[src/rtl/dassign1_code_gen_pkg.sv]
// Shared encodings for the code-classifier stimulus generator:
// mode selects, set lengths, FSM states and the accepted-set predicate.
package dassign1_code_gen_pkg;

    localparam logic [1:0] MODE_ACC = 2'b00;
    localparam logic [1:0] MODE_REJ = 2'b01;
    localparam logic [1:0] MODE_ALL = 2'b10;

    localparam logic [4:0] LEN_ACC = 5'd6;
    localparam logic [4:0] LEN_REJ = 5'd10;
    localparam logic [4:0] LEN_ALL = 5'd16;

    typedef enum logic [1:0] {
        IDLE = 2'd0,
        RUN  = 2'd1,
        DONE = 2'd2
    } state_t;

    function automatic logic is_accepted(input logic [3:0] c);
        return c inside {4'd3, 4'd6, 4'd7, 4'd9, 4'd10, 4'd11};
    endfunction

endpackage

[src/rtl/dassign1_code_rom.sv]
// Combinational set table: (mode, index) -> code, its expected class and the set length.
module dassign1_code_rom
    import dassign1_code_gen_pkg::*;
(
    input  logic [1:0] mode,
    input  logic [3:0] index,
    output logic [3:0] code,
    output logic       code_exp,
    output logic [4:0] set_len
);

    always_comb begin
        code    = index;
        set_len = LEN_ALL;
        case (mode)
            MODE_ACC: begin
                set_len = LEN_ACC;
                case (index)
                    4'd0:    code = 4'd3;
                    4'd1:    code = 4'd6;
                    4'd2:    code = 4'd7;
                    4'd3:    code = 4'd9;
                    4'd4:    code = 4'd10;
                    default: code = 4'd11;
                endcase
            end
            MODE_REJ: begin
                set_len = LEN_REJ;
                case (index)
                    4'd0:    code = 4'd0;
                    4'd1:    code = 4'd1;
                    4'd2:    code = 4'd2;
                    4'd3:    code = 4'd4;
                    4'd4:    code = 4'd5;
                    4'd5:    code = 4'd8;
                    4'd6:    code = 4'd12;
                    4'd7:    code = 4'd13;
                    4'd8:    code = 4'd14;
                    default: code = 4'd15;
                endcase
            end
            // 2'b11 falls through to the full ascending sweep
            default: begin
                set_len = LEN_ALL;
                code    = index;
            end
        endcase
        code_exp = is_accepted(code);
    end

endmodule

[src/rtl/dassign1_code_gen.sv]
// Stimulus transmitter: streams 4-bit codes with expected classifier output over valid/ready.
// All outputs are registered; the ROM is addressed with the next index so the new code lands with the handshake.
module dassign1_code_gen
    import dassign1_code_gen_pkg::*;
#(
    parameter int CNT_W = 5
) (
    input  logic             clk,
    input  logic             rst_n,
    input  logic             start,
    input  logic [1:0]       mode,
    input  logic [CNT_W-1:0] count,
    output logic             busy,
    output logic             code_valid,
    input  logic             code_ready,
    output logic [3:0]       code,
    output logic             code_exp,
    output logic             code_last,
    output logic             done
);

    // Wide enough for both the count field and a full-pass length of 16
    localparam int REM_W = (CNT_W > 5) ? CNT_W : 5;

    state_t           state;
    logic [1:0]       mode_q;
    logic [3:0]       index;
    logic [4:0]       setlen_q;
    logic [REM_W-1:0] remaining;

    logic [3:0]       idx_next;
    logic [1:0]       rom_mode;
    logic [3:0]       rom_index;
    logic [3:0]       rom_code;
    logic             rom_exp;
    logic [4:0]       rom_len;
    logic [REM_W-1:0] eff_len;
    logic             handshake;

    assign handshake = code_valid & code_ready;

    always_comb begin
        idx_next  = (({1'b0, index} + 5'd1) == setlen_q) ? 4'd0 : index + 4'd1;
        rom_mode  = (state == IDLE) ? mode : mode_q;
        rom_index = (state == IDLE) ? 4'd0 : idx_next;
        eff_len   = (count == '0) ? REM_W'(rom_len) : REM_W'(count);
    end

    dassign1_code_rom u_rom (
        .mode     (rom_mode),
        .index    (rom_index),
        .code     (rom_code),
        .code_exp (rom_exp),
        .set_len  (rom_len)
    );

    always_ff @(posedge clk or negedge rst_n) begin
        if (!rst_n) begin
            state      <= IDLE;
            mode_q     <= MODE_ACC;
            index      <= 4'd0;
            setlen_q   <= 5'd0;
            remaining  <= '0;
            busy       <= 1'b0;
            code_valid <= 1'b0;
            code       <= 4'd0;
            code_exp   <= 1'b0;
            code_last  <= 1'b0;
            done       <= 1'b0;
        end else begin
            done <= 1'b0;
            case (state)
                IDLE: begin
                    if (start) begin
                        state      <= RUN;
                        mode_q     <= mode;
                        index      <= 4'd0;
                        setlen_q   <= rom_len;
                        remaining  <= eff_len;
                        busy       <= 1'b1;
                        code_valid <= 1'b1;
                        code       <= rom_code;
                        code_exp   <= rom_exp;
                        code_last  <= (eff_len == REM_W'(1));
                    end
                end
                RUN: begin
                    if (handshake) begin
                        if (code_last) begin
                            state      <= DONE;
                            remaining  <= '0;
                            busy       <= 1'b0;
                            code_valid <= 1'b0;
                            code_last  <= 1'b0;
                            done       <= 1'b1;
                        end else begin
                            index      <= idx_next;
                            remaining  <= remaining - REM_W'(1);
                            code       <= rom_code;
                            code_exp   <= rom_exp;
                            code_last  <= (remaining == REM_W'(2));
                        end
                    end
                end
                DONE: begin
                    state <= IDLE;
                end
                default: begin
                    state <= IDLE;
                end
            endcase
        end
    end

endmodule

[config.mk]
export PLATFORM = sky130hd
export DESIGN_NAME = dassign1_code_gen
export DESIGN_NICKNAME = d
export VERILOG_FILES = /design/src/rtl/dassign1_code_gen_pkg.sv /design/src/rtl/dassign1_code_rom.sv /design/src/rtl/dassign1_code_gen.sv
export SDC_FILE = /design/constraint.sdc
export NUM_CORES = 1
export LEC_CHECK = 0
export BUFFER_PORTS_ARGS = -buffer_cell sky130_fd_sc_hd__buf_4
export CORE_UTILIZATION = 60
export CTS_CLUSTER_SIZE = 16
export DETAILED_ROUTE_END_ITERATION = 8
export PLACE_DENSITY = 0.92
export SLEW_MARGIN = 20
export SYNTH_ARGS = -nofsm -noshare
export SYNTH_HDL_FRONTEND = slang
export SYNTH_SLANG_ARGS = --single-unit
[constraint.sdc]
create_clock -name clk -period 7.08 [get_ports clk]
set_clock_uncertainty 0.1 [all_clocks]
set_input_delay 0.354 -clock clk [delete_from_list [all_inputs] [get_ports clk]]
set_output_delay 0.354 -clock clk [all_outputs]
set_load 0.05 [all_outputs]
* Word level (Yosys, flattened, before mapping)
Memory sizes are Yosys's and may differ from the RTL's.
Cells that the tools add are included.
** Word-level totals
- Register bits after elaboration :: 26
- Memories kept :: 1
- Memory bits (read-only) :: 64
- Word-level logic and storage cells :: 83
- Output and inout bits :: 9
** Memory list
- (name not given) :: words 16, width 4, rd ports 1, clocked after Yosys merged registers in 0, write ports 0, RTL line dassign1_code_rom.sv:29 : case (index)
** Operators by class
- Multiplexer cells :: 38
- Eq/ne operators :: 19
- Reductions and logical operators :: 11
- Bitwise operators :: 1
- $add $sub $neg :: 3
** Operators by type and width (count)
- two-way mux 4 bit :: 8
- case mux 4 bit (2 select lines) :: 3
- two-way mux 5 bit :: 4
- case mux 4 bit (5 select lines) :: 1
- case mux 5 bit (2 select lines) :: 2
- == test 4 x 2 -> 1 bit (second input constant) :: 3
- == test 4 x 3 -> 1 bit (second input constant) :: 3
- == test 4 bit (second input constant) :: 3
- two-way mux 1 bit :: 12
- two-way mux 2 bit :: 4
- inequality test 2 bit (second input constant) :: 4
- AND reduction 4 bit :: 2
- case mux 1 bit (2 select lines) :: 3
- AND reduction 3 bit :: 2
- nonzero test 6 bit :: 1
- adder 4 x 1 -> 5 bit (second input constant) :: 1
- == test 5 x 1 -> 1 bit (second input constant) :: 1
- == test 5 x 2 -> 1 bit (second input constant) :: 1
- == test 5 bit :: 1
- zero test 5 bit :: 1
- subtractor 5 x 1 -> 5 bit (second input constant) :: 1
- adder 4 x 1 -> 4 bit (second input constant) :: 1
- == test 2 x 1 -> 1 bit (second input constant) :: 2
- == test 4 x 1 -> 1 bit (second input constant) :: 1
- other kinds (6) :: 7

* Logic depth before layout (Yosys ltp)
- Depth after elaboration :: 12
- Gate-level depth with buffers :: 15
- Mapped depth without buffers :: 14

* Modules after synthesis
From an unflattened synthesis, not the netlist that was laid out.
** Second synthesis, totals
- Cells, all modules :: 198
- Area, all modules :: 1766.7 um2
** By module, submodules not included
- dassign1_code_gen :: cells each 155, area an instance 1460.2 um2, seq. area each 650.6 um2, instances 1
- dassign1_code_rom :: cells each 43, area an instance 306.5 um2, seq. area each 0.0 um2, instances 1

* Worst setup path after synthesis
Ideal clock, no wire load.
- Path type :: reg2reg
- From :: register index[0]
- To :: register code_exp
- Stages on the path, launching flop included :: 16
- Required time :: 6.898 ns
- Library setup time :: 0.082 ns
- Period minus slack after synthesis :: 3.669 ns
- Setup slack :: 3.411 ns
- Data arrival time :: 3.487 ns
- Cells stage by stage :: dfrtp_1 ha_1 buf_4 and4b_1 a22o_1 o21ai_1 o21ai_0 or2_2 ha_1 and3b_2 mux4_2 a21oi_1 a211oi_1 o31ai_1 a211oi_1 a22oi_2
** On the way
- Word-level cells in the longest chain between the ends :: 12
- Elaborated cells on any way between the ends :: 24
- Those cells by class :: add/sub: 2; eq/ne: 11; mux: 8; reduce/logical: 2; memory: 1
** Ends and longest elaborated chain
- start, declared :: RTL line dassign1_code_gen.sv:27 : logic [3:0] index;
- start signal, assigned :: RTL line dassign1_code_gen.sv:97 : index <= idx_next;
- adder 4 x 1 -> 5 bit :: RTL line dassign1_code_gen.sv:43 : idx_next = (({1'b0, index} + 5'd1) == setlen_q) ? 4'd0 : index + 4'd1;
- == test 5 bit :: RTL line dassign1_code_gen.sv:43
- two-way mux 4 bit (*) :: RTL line dassign1_code_gen.sv:43
- two-way mux 4 bit (*) :: RTL line dassign1_code_gen.sv:45 : rom_index = (state == IDLE) ? 4'd0 : idx_next;
- parallel branches: the longest is 2 deep, another holds memory (16 x 4 bit)
- case mux 4 bit (2 select lines) (*) :: RTL line dassign1_code_rom.sv:15 : case (mode)
- == test 4 x 2 -> 1 bit, or another cell as far along :: RTL line dassign1_code_gen_pkg.sv:20 : return c inside {4'd3, 4'd6, 4'd7, 4'd9, 4'd10, 4'd11};
- nonzero test 6 bit (*) :: RTL line dassign1_code_gen_pkg.sv:20
- two-way mux 1 bit :: RTL line dassign1_code_gen.sv:89 : if (code_last) begin
- two-way mux 1 bit :: RTL line dassign1_code_gen.sv:88 : if (handshake) begin
- case mux 1 bit (2 select lines) (*) :: RTL line dassign1_code_gen.sv:72 : case (state)
- end signal, assigned :: RTL line dassign1_code_gen.sv:83 : code_exp <= rom_exp;
- end signal, assigned :: RTL line dassign1_code_gen.sv:100 : code_exp <= rom_exp;
- end, declared :: RTL line dassign1_code_gen.sv:17 : output logic code_exp,
Every way passes the cells marked *. The select of a mux whose other input is x is not followed.
A chain may end at the register's enable or synchronous reset.

* Worst setup path after layout
Same ends and word-level chain as after synthesis.

==> metrics.yaml <==
syn_area_per_cell_um2: 8.38
synth_top_family_by_area: "compound AO/OA/AOI/OAI gates"
die-width_um: 57.7
dr.pass1.iters: 5
swShare: 0.537
switchingPower_w: 0.000535
power_leakage_nw: 0.889
synth_fa_ha_area_frac: 0.0471
max_freq_mhz: 238
synth.net_count: 240
comb_power_share: 0.659
wire_per_inst_um: 15.9
yosysTopAreaCell: "dfrtp_1"
grt_max_degree: 26
pwr-share-clk: 0.062
r2r_cells: 14
hold_path.class: "primary input to flip-flop"
async_flop_share: 1.00
ir_drop_mv: 0.300
synthTopCellsByArea: "dfrtp_1 (34%), nand2_1 (5.6%), a21oi_1 (4.8%)"
grt_util_all_layers: 0.285
yosys.cell_types.count: 57
power.density_nw_per_um2: 490
htreeDepth: 1
clk_latency_ns: 0.31
ios: 20
slew_headroom: 0.537
io_buffers: 19
dp_hpwl_um: 3190
grt_pass1_vias: 1575
yosys_most_used_dff: "dfrtp_1"
clk_pin_slew_ns: 0.14
worst_ep_required_time_ns: 7.23
grt_overflow: 0
synth_edf_count: 0
ant_nets: 0
worstMarginPinSlew_ns: 0.690
routed_via_density: 6.45
synth_seq_area_share: 0.336
cp-start-kind: "flip-flop"
max-cap-violations: 0
setup_violations: 0
p_int_w: 0.000462
yosysMostFrequentCell: "nand2_1"
slew_violations: 0
initial_core_util: 0.652
place_inst: 264
post-route-min-period_ns: 4.20
netlist_area_um2: 1860
antenna_found_initial: 0
finalHoldViolCount: 0
num_vias: 1735
arrival_ns: 4.34
crit_fanout: 15
ys_seq_elements: 25
core_area_um2: 2850
ys_top_cells_by_count: "nand2_1 (28), dfrtp_1 (25), a21oi_1 (18), nor2_1 (18), o21ai_0 (18)"
drt-initial-drc-count: 135
yosys.area_share.simple: 0.233
rsz0062_at_grt: "false"
die_h_um: 57.7
rows: 19
remaining_drc_errors: 0
final_cells: 269
status: "completed"
cts_buffer_depth: 2
diodes: 0
finish.net_count: 257
synth-xor-area-share: 0.0336
synth.top_cell.area_share: 0.336
regToRegStartpoint: "index[0]"
fin_crit_sh: 0.593
rrSetupSlack_ns: 2.89
synth_warnings: 0
gp_congestion: 0.908
cts_tree: "done"
syn_inst: 222
worstReg2RegEnd: "code_exp"
drive_above_1_share: 0.160
die_area_um2: 3330
cp-startpoint: "index[0]"
clock-root-buffer: "clkbuf_4"
critPathKind: "flip-flop to flip-flop"
post_cts_resized: 0
seqPwrFrac: 0.279
syn2layout_area_growth_pct: 9.28
synth-compound-area-share: 0.262
yosys-mux-area-fraction: 0.0370
tns_ns: 0
grt_pass1_wl_um: 7240
wl_um: 4270
cts_made_buffers: 3
crit_end: "code_exp"
cts.sinks: 25
critPathCaptureType: "flip-flop"
## how the worst min path moves through the flow
stage	startpoint	endpoint	slack (ns)	cells after the start
2_1_floorplan	rst_n	code[0]	-0.04	0
3_3_place_gp	rst_n	index[2]	0.18	1
3_5_place_dp	rst_n	index[2]	0.18	1
4_1_cts	mode[0]	mode_q[0]	0.20	2
5_1_grt	mode[1]	setlen_q[1]	0.20	2
6_report	mode[0]	mode_q[0]	0.21	2
## cells in the final DEF (no fill, tap or decap), types with 2 or more instances in the layout
| cell type | count |
|---|---|
| a21boi_0 | 3 |
| a21o_1 | 2 |
| o2bb2ai_1 | 2 |
| ha_1 | 7 |
| or2_2 | 2 |
| a22oi_1 | 2 |
| nand3b_1 | 2 |
| a21oi_1 | 18 |
| o21ai_1 | 3 |
| nor2_1 | 18 |
| a22o_1 | 2 |
| nor4_1 | 4 |
| mux2_2 | 2 |
| inv_1 | 10 |
| nand2b_1 | 3 |
| o211ai_1 | 2 |
| nand3_1 | 10 |
| dfrtp_1 | 25 |
| a31oi_1 | 3 |
| o31ai_1 | 3 |
| nor2b_1 | 3 |
| o21ai_0 | 17 |
| a211oi_1 | 3 |
| and2_1 | 2 |
| nor3_1 | 5 |
| buf_4 | 20 |
| nand2_1 | 28 |
| nor3b_1 | 2 |
| clkbuf_4 | 3 |
| xnor2_1 | 4 |
## critical path: stages, from the launching register on
cell and delay, ns:
dfrtp_1 0.58, ha_1 0.40, and4b_1 0.21, a22o_1 0.24, o21ai_1 0.31, o21ai_0 0.18, or2_2 0.33, ha_1 0.31
and3b_2 0.21, mux4_2 0.45, a21oi_1 0.17, a211oi_1 0.08, o31ai_1 0.30, a211oi_1 0.10, a22oi_2 0.15
## per-layer routing
| metal | global-route usage | vias to the layer above | part of all wire |
|---|---|---|---|
| met2 | 0.452 | 66 | 0.47 |
| met3 | 0.0313 | 8 | 0.064 |
| met1 | 0.404 | 822 | 0.45 |
| met4 | 0.116 | 0 | 0.015 |
| li1 | - | 839 | - |
| met5 | 0 | - | 0 |
## cells by family (layout without fill, tap and decap cells)
group | Yosys count | count (layout)
and+or+nand+nor | 86 | 86
AOI/OAI and AO/OA | 74 | 74
DFF | 25 | 25
buffers and inverters | 20 | 36
adders and majority gates | 7 | 7
xor gates and xnor gates | 5 | 5
muxes | 5 | 5
## power by group through the flow
stage	clock (W)	sequential, W	combinational (W)
finish	0.0000619	0.000278	0.000658
global route	0.0000699	0.000288	0.000712
CTS	0.0000644	0.000276	0.000644
detailed placement	0	0.000280	0.000640
global placement	0	0.000275	0.000623
floorplan	0	0.000316	0.000452
## cell type report
| cell class | count | area (um^2) |
|---|---|---|
| inverters | 11 | 41.3 |
| repair buffers | 21 | 160 |
| multi-input cells | 177 | 1140 |
| fillers | 238 | 820 |
| flip-flops and latches | 25 | 626 |
| clock buffers | 4 | 26.3 |
| well taps | 31 | 38.8 |
## timing repair
action / in CTS / in global routing
hold buffers: 1 / 0
buffers inserted: 0 / 0
endpoints found under the setup margin: 0 / 0
endpoints found under the hold margin: 25 / 0
## sequential cells by signal, indices dropped and copies added (netlist names)
signal,cells
remaining,5
done,1
code_last,1
state,2
index,4
setlen_q,4
mode_q,2
code_valid,1
code,4
code_exp,1
## per-stage QoR
step / worst slack (ns) / utilization / area, um^2 / hold WS (ns) / power, W
6_report: 2.89 / 0.713 / 2030 / 0.214 / 0.000997
5_1_grt: 2.57 / 0.713 / 2030 / 0.195 / 0.00107
4_1_cts: 2.93 / 0.713 / 2030 / 0.199 / 0.000984
3_5_place_dp: 2.94 / 0.700 / 2000 / 0.175 / 0.000919
3_3_place_gp: 3.08 / 0.700 / 2000 / 0.177 / 0.000899
2_1_floorplan: 3.41 / - / 1860 / -0.0416 / 0.000769
(Power assumes the default switching activity.)
